===== src/rtl/debug_bus_arbiter_pkg.sv =====
// Shared types and defaults for the debug bus arbiter and related Debugger Module controllers.
package debug_bus_arbiter_pkg;

    localparam int unsigned DBG_NUM_REQ = 4;

    typedef enum logic [1:0] {
        ST_IDLE = 2'd0,
        ST_OWN  = 2'd1,
        ST_TURN = 2'd2
    } arb_state_e;

    // Increment an index modulo n.
    function automatic int unsigned wrap_inc(input int unsigned v, input int unsigned n);
        return (v + 1 >= n) ? 0 : v + 1;
    endfunction

endpackage


===== src/rtl/debug_bus_arbiter_rr_picker.sv =====
// Combinational round-robin picker: first requester at or after ptr, wrapping around.
module rr_priority_picker #(
    parameter  int unsigned NUM_REQ = 4,
    localparam int unsigned IW      = $clog2(NUM_REQ)
) (
    input  logic [NUM_REQ-1:0] req,
    input  logic [IW-1:0]      ptr,
    output logic [NUM_REQ-1:0] winner_c,
    output logic [IW-1:0]      winner_idx_c,
    output logic               any_c
);

    int unsigned cand;
    logic        found;

    always_comb begin
        winner_c     = '0;
        winner_idx_c = '0;
        found        = 1'b0;
        cand         = 0;
        for (int unsigned k = 0; k < NUM_REQ; k++) begin
            cand = (32'(ptr) + k) % NUM_REQ;
            if (!found && req[IW'(cand)]) begin
                found                = 1'b1;
                winner_c[IW'(cand)]  = 1'b1;
                winner_idx_c         = IW'(cand);
            end
        end
        any_c = |req;
    end

endmodule


===== src/rtl/debug_bus_arbiter.sv =====
// Round-robin owner arbitration for the Debugger Module's shared tristate data bus,
// with a hold timeout and an all-off turnaround between owners.
module debug_bus_arbiter
    import debug_bus_arbiter_pkg::*;
#(
    parameter  int unsigned NUM_REQ    = DBG_NUM_REQ,
    parameter  int unsigned MAX_HOLD   = 16,
    parameter  int unsigned TURNAROUND = 1,
    localparam int unsigned IW         = $clog2(NUM_REQ)
) (
    input  logic               clk,
    input  logic               rst_n,
    input  logic [NUM_REQ-1:0] req,
    output logic [NUM_REQ-1:0] grant,
    output logic [NUM_REQ-1:0] drive_en,
    output logic [IW-1:0]      grant_id,
    output logic               bus_busy,
    output logic               timeout
);

    localparam int unsigned HW = $clog2(MAX_HOLD);
    localparam int unsigned TW = $clog2(TURNAROUND + 1);

    arb_state_e         state_q, state_d;
    logic [HW-1:0]      hold_q, hold_d;
    logic [TW-1:0]      turn_q, turn_d;
    logic [IW-1:0]      ptr_q, ptr_d;
    logic [NUM_REQ-1:0] grant_d, drive_d;
    logic [IW-1:0]      grant_id_d;
    logic               busy_d, timeout_d;
    logic               take;

    logic [NUM_REQ-1:0] win_oh_c;
    logic [IW-1:0]      win_idx_c;
    logic               win_any_c;

    rr_priority_picker #(.NUM_REQ(NUM_REQ)) u_picker (
        .req          (req),
        .ptr          (ptr_q),
        .winner_c     (win_oh_c),
        .winner_idx_c (win_idx_c),
        .any_c        (win_any_c)
    );

    // Next-state and next-output decode; every output is registered below.
    always_comb begin
        state_d    = state_q;
        hold_d     = hold_q;
        turn_d     = turn_q;
        ptr_d      = ptr_q;
        grant_d    = grant;
        drive_d    = drive_en;
        grant_id_d = grant_id;
        busy_d     = bus_busy;
        timeout_d  = 1'b0;
        take       = 1'b0;

        unique case (state_q)
            ST_IDLE: begin
                take = win_any_c;
            end
            ST_OWN: begin
                if ((req & grant) == '0) begin
                    state_d = ST_TURN;
                    turn_d  = '0;
                    grant_d = '0;
                    drive_d = '0;
                end else if (hold_q == HW'(MAX_HOLD - 1)) begin
                    if ((req & ~grant) != '0) begin
                        state_d   = ST_TURN;
                        turn_d    = '0;
                        grant_d   = '0;
                        drive_d   = '0;
                        timeout_d = 1'b1;
                    end else begin
                        hold_d = '0;
                    end
                end else begin
                    hold_d = hold_q + HW'(1);
                end
            end
            ST_TURN: begin
                if (turn_q == TW'(TURNAROUND - 1)) begin
                    if (win_any_c) begin
                        take = 1'b1;
                    end else begin
                        state_d = ST_IDLE;
                        busy_d  = 1'b0;
                    end
                end else begin
                    turn_d = turn_q + TW'(1);
                end
            end
            default: begin
                state_d = ST_IDLE;
                grant_d = '0;
                drive_d = '0;
                busy_d  = 1'b0;
            end
        endcase

        // Hand the bus to the picker's winner; the just-released owner sits last in the search.
        if (take) begin
            state_d    = ST_OWN;
            hold_d     = '0;
            grant_d    = win_oh_c;
            drive_d    = win_oh_c;
            grant_id_d = win_idx_c;
            ptr_d      = IW'(wrap_inc(32'(win_idx_c), NUM_REQ));
            busy_d     = 1'b1;
        end
    end

    // State and output registers; async reset floats the bus immediately.
    always_ff @(posedge clk or negedge rst_n) begin
        if (!rst_n) begin
            state_q  <= ST_IDLE;
            hold_q   <= '0;
            turn_q   <= '0;
            ptr_q    <= '0;
            grant    <= '0;
            drive_en <= '0;
            grant_id <= '0;
            bus_busy <= 1'b0;
            timeout  <= 1'b0;
        end else begin
            state_q  <= state_d;
            hold_q   <= hold_d;
            turn_q   <= turn_d;
            ptr_q    <= ptr_d;
            grant    <= grant_d;
            drive_en <= drive_d;
            grant_id <= grant_id_d;
            bus_busy <= busy_d;
            timeout  <= timeout_d;
        end
    end

endmodule


===== config.mk =====
export PLATFORM = sky130hd
export DESIGN_NAME = debug_bus_arbiter
export DESIGN_NICKNAME = d
export VERILOG_FILES = /design/src/rtl/debug_bus_arbiter_pkg.sv /design/src/rtl/debug_bus_arbiter_rr_picker.sv /design/src/rtl/debug_bus_arbiter.sv
export SDC_FILE = /design/constraint.sdc
export NUM_CORES = 1
export LEC_CHECK = 0
export ABC_AREA = 1
export CAP_MARGIN = 20
export CORE_UTILIZATION = 55
export CTS_CLUSTER_SIZE = 14
export DETAILED_ROUTE_END_ITERATION = 8
export HOLD_SLACK_MARGIN = 0.1
export PLACE_DENSITY = 0.83
export RECOVER_POWER = 50
export SETUP_SLACK_MARGIN = 0.4
export SYNTH_ARGS = -nofsm -noshare
export SYNTH_HDL_FRONTEND = slang
export SYNTH_HIERARCHICAL = 1
export SYNTH_SLANG_ARGS = --single-unit

===== constraint.sdc =====
create_clock -name clk -period 2.9 [get_ports clk]
set_input_delay 0.58 -clock clk [delete_from_list [all_inputs] [get_ports clk]]
set_output_delay 0.58 -clock clk [all_outputs]
set_load 0.005 [all_outputs]

Word-level counts from Yosys, hierarchy flattened
Cells that the tools add are included.
- add/subtract/negate cells: 6
- order comparisons: 9
- equal/unequal tests: 14
- multiplexer cells: 61
- bitwise gates (word level): 6
- reductions and logical operators: 23
- operators by type and width (kind ; number):
    $mux W4 ; 13
    $mux W1 ; 24
    $mux W2 ; 11
    $ne A3 B3 Y1 const B ; 5
    $lt A2 B3 Y1 const B ; 4
    $or A4 B4 Y4 ; 3
    $reduce_and A3 Y1 ; 4
    $and A4 B4 Y4 ; 2
    $bmux W1 S2 ; 4
    $demux W1 S2 ; 4
    $ge A2 B1 Y1 const B ; 4
    $ne A4 B4 Y1 const B ; 2
    $pmux W4 S2 ; 1
    $logic_and A1 B1 Y1 ; 7
    $pmux W1 S2 ; 3
    $pmux W2 S3 ; 1
    $reduce_and A5 Y1 ; 1
    $add A2 B2 Y2 const B ; 2
    $add A4 B1 Y4 const B ; 1
    $eq A4 B4 Y1 const B ; 1
    $logic_not A4 Y1 ; 1
    $ne A2 B1 Y1 const B ; 2
    $ne A2 B2 Y1 const B ; 2
    $not A4 Y4 ; 1
    other kinds (12) ; 16
- register bits: 17
- logic and storage cells: 127

Logic depth before layout (Yosys ltp)
- depth in word-level cells: 15
- mapped depth: 13
- depth with buffers taken out: 12

By module
The synthesis kept the hierarchy.
- modules (own cells, without submodules) (module ; instances ; cells each ; area each (um2) ; seq. area each (um2)):
    debug_bus_arbiter ; 1 ; 100 ; 832.0 ; 400.4
    rr_priority_picker ; 1 ; 83 ; 534.3 ; 0.0

Worst setup path after synthesis
No wires, ideal clock.
- path kind: register to register
- from: reg ptr_q[1]
- to: reg ptr_q[1]
- setup time: 0.117 ns
- arrival time: 1.966 ns
- slack: 0.817 ns
- stages on the path, launching flop included: 13
- buffers on the path: 0
- period minus slack after synthesis: 2.083 ns
- cells stage by stage: dfrtp_1 -> bufinv_8 -> ha_1 -> inv_1 -> nand3_1 -> nand2_1 -> nand3_1 -> nor2_1 -> nor2_1 -> nor2_1 -> ha_1 -> nand2_1 -> nand2_1
- word-level cells in the longest chain between the ends: 15
- elaborated cells between the ends (all ways): 27
- ends and longest elaborated chain (what ; RTL line ; text):
    start: declaration ; debug_bus_arbiter.sv:27 ; logic [IW-1:0] ptr_q, ptr_d;
    start signal: assignment ; debug_bus_arbiter.sv:130 ; ptr_q <= ptr_d;
    parallel branches: the longest is 11 deep, another holds $add A2 B1 Y2 ; -- ;
    $mux W2 (*) ; debug_bus_arbiter_rr_picker.sv:23 ; if (!found && req[IW'(cand)]) begin
    via win_idx_c[0] ; debug_bus_arbiter.sv:34 ; logic [IW-1:0] win_idx_c;
    $add A2 B1 Y3 (*) ; debug_bus_arbiter_pkg.sv:14 ; return (v + 1 >= n) ? 0 : v + 1;
    $ge A3 B3 Y1 ; debug_bus_arbiter_pkg.sv:14 ;
    $mux W2 (*) ; debug_bus_arbiter_pkg.sv:14 ;
Mark *: on every way through the listed nets, which the timed path passes. The select of a mux whose other input is x is not followed.
A chain may end at the register's enable or synchronous reset.

Final worst setup path
Same ends and word-level chain as after synthesis.

==> out/qor.txt <==
Chip height: 51.8 um
CP Capture Type: register
Avg WL per Cell: 12.8 um
First-pass GRT wire length: 4930 um
Clk network pwr share: 9.2%
Post-Route WL: 2920 um
Iteration-0 DRC Markers: 49
TritonCTS buffer count: 3
Switching share of total power: 50.8%
Synth-to-layout area growth: 14.7%
Clock slew at reported path FFs: 0.09 ns
Critical path's slowest cell: dfrtp_2
Setup crit start kind: register
CTS root buffer: clkbuf_4
Worst-margin pin slew: 0.907 ns
Cells after synthesis: 183
Syn nets: 196
Tightest Hold Check Type: register to register
Total number of vias: 1250
Final instance area: 0.00157 mm^2
# rows: 17
Die ar.: 0.00269 mm^2
# port buffers: 17
Most frequent cells in the layout: nand2_1 (55), nand3_1 (28), inv_1 (18), dfrtp_1 (15), clkdlybuf4s50_1 (11)
GRT overflow: 0
Nets@finish: 214
Antenna cell count: 0
Max Fclk: 433 MHz
Max Clock Skew: 0.00515 ns
Fin crit share: 79.7%
Status: complete, no violations
IO Pins: 18
Critical-path cell list: bufinv_8, ha_1, inv_1, nand3_1, nand2_1, nand3_1, nor2_1, nor2_1, nor2_1, ha_1, nand2_1, nand2_1
Clock latency at the later pin of the worst-skew pair: 0.30 ns
Seq/Total Area, Yosys: 29.3%
Via density: 5.48
Slew margin rel.: 38.9%
Synth Cell Area: 0.00137 mm^2
Final setup viols: 0
Post-route antenna net violation count: 0
Clock sinks: 16
Most common cell after layout, fill and taps aside: nand2_1
Fin util: 68.8%
Layout cells sized above 1: 15.5%
Unrepaired setup endpoints after global routing: false
Routability cong.: 0.842
Distinct cells, synth: 29
Worst IR Drop VDD: 0.595 mV
Fin crit period: 2.31 ns
Initial Utilization: 60.0%
Depth of the CTS H-tree: 1
Placeable Area: 0.00228 mm^2
Dpl cell area: 0.00153 mm^2
WP depth: 12
Buf+Inv Stages, Crit Path: 2
Setup TNS: 0 ns
Crit path required time: 3.09 ns
DR DRC count: 0
Vias in the first global route: 1151
Pre-CTS setup slack: 0.463 ns
GRT Total Usage: 24.8%
Seq pwr share: 22.2%
Max clock buf depth: 2
WHS Path Cells: 2
Pwr Total: 0.00164 W
Comb pwr share: 68.6%
Final worst setup slack: 0.589 ns
Syn. warnings: 6
Pre-Repair DR Iteration Count: 5
Initial antenna violation count: 0
Pins Over Slew Limit: 0
Die width: 51.8 um
Max-cap violations: 0
Cell family with most CP delay: simple AND/OR/NAND/NOR gates
Fillcell total: 182
DPL Wire Length: 2200 um
Final hold violations: 0
Leakage: 0.800 nW
Critical path class: register to register
TritonCTS clock tree: yes
FF+latch count, synth: 16
Critical Path AT: 2.50 ns
Mean Syn Cell Area: 7.47 um^2
Crit path max fanout: 7
Total power per unit cell area: 1050 mW/mm^2
R2r worst-path depth: 12
Net switching power: 0.000832 W
Largest net degree at the start of global routing: 17
Internal power of the cells: 0.000807 W
Slowest stage delay, CP: 0.42 ns
## path summary, 6_finish.rpt
check | end | slack (ns) | startpoint
max in group asynchronous | ptr_q[1]$_DFFE_PN0P_ | 1.64 | rst_n
worst min-delay path | grant_id[1]$_DFFE_PN0P_ | 0.48 | grant_id[1]$_DFFE_PN0P_
worst min register to register | grant_id[1]$_DFFE_PN0P_ | 0.48 | grant_id[1]$_DFFE_PN0P_
worst max register to register | ptr_q[1]$_DFFE_PN0P_ | 0.59 | ptr_q[1]$_DFFE_PN0P_
min in group asynchronous | state_q[1]$_DFFE_PN0P_ | 0.77 | rst_n
worst max-delay path | ptr_q[1]$_DFFE_PN0P_ | 0.59 | ptr_q[1]$_DFFE_PN0P_
## synth_stat cells
cell type / number / area share, %
a21boi_0: 4 / 2.2
a21oi_1: 7 / 2.6
buf_2: 1 / 0.37
buf_4: 4 / 2.2
buf_6: 1 / 0.82
bufinv_8: 1 / 1.3
dfrtp_1: 16 / 29
ha_1: 7 / 6.4
inv_1: 18 / 4.9
inv_2: 1 / 0.27
inv_8: 1 / 0.82
nand2_1: 55 / 15
nand2_2: 7 / 3.2
nand2_4: 4 / 3.3
nand2_8: 2 / 2.9
nand3_1: 28 / 10
nand3_2: 1 / 0.73
nand3_4: 1 / 1.3
nand4_1: 4 / 1.8
nor2_1: 8 / 2.2
nor2_2: 2 / 0.92
nor2_4: 2 / 1.6
nor2_8: 1 / 1.5
nor3_1: 1 / 0.37
o21ai_0: 2 / 0.73
o21ai_4: 1 / 1.2
o31ai_1: 1 / 0.55
or2_2: 1 / 0.46
xor2_1: 1 / 0.64
## kinds of logic (layout without fill, tap and decap cells)
| group | count (synthesis) | after routing | synth area share [%] |
|---|---|---|---|
| adders and majority gates | 7 | 7 | 6.41 |
| buffers and inverters | 27 | 44 | 10.7 |
| xor gates and xnor gates | 1 | 1 | 0.641 |
| DFF | 16 | 16 | 29.3 |
| AOI/OAI and AO/OA | 15 | 15 | 7.23 |
| and+or+nand+nor | 117 | 117 | 45.7 |
## power by group through the flow
stage,Clock [W],Sequential (W),Combinational [W]
2_1_floorplan,0,0.000359,0.000859
5_1_grt,0.000161,0.000371,0.00125
3_5_place_dp,0,0.000374,0.00109
6_report,0.000151,0.000364,0.00112
3_3_place_gp,0,0.000373,0.00107
4_1_cts,0.000156,0.000370,0.00110
## registers in the layout (all words and copies together) (netlist names)
signal,count
drive_en,4
timeout,1
grant_id,2
hold_q,4
state_q,2
ptr_q,2
bus_busy,1
## layer usage
| layer | vias up | GRT usage, % | share of wire, % |
|---|---|---|---|
| met5 | - | 0 | 0 |
| met4 | 0 | 7.66 | 1.4 |
| met3 | 7 | 5.56 | 5.3 |
| met2 | 44 | 41.9 | 46 |
| met1 | 577 | 31.2 | 47 |
| li1 | 622 | - | - |
## through the flow
stage,hold slack [ns],cells
2_1_floorplan,0.284,183
3_3_place_gp,0.461,223
3_5_place_dp,0.462,223
4_1_cts,0.488,227
5_1_grt,0.499,228
6_report,0.481,228
## layout make-up
class                      count  area, um^2  share of cell area (%)
multi-input combinational    140         808                    51.6
sequential                    16         402                    25.6
tap                           28        35.0                    2.24
timing repair buffer          19         185                    11.8
inverter                      21         100                    6.39
clock buffer                   4        36.3                    2.32
## worst min-delay path, cell delays in order (launching register included)
cell	delay, ns
dfrtp_1	0.35
nand2_1	0.05
nand2_1	0.05
## timing repair
item / in CTS / in global routing
gates resized for setup: 0 / 1
hold buffers: 0 / 0
endpoints found under the setup margin: 0 / 2
setup buffers: 0 / 1
Power figures use the tool's default switching activity.
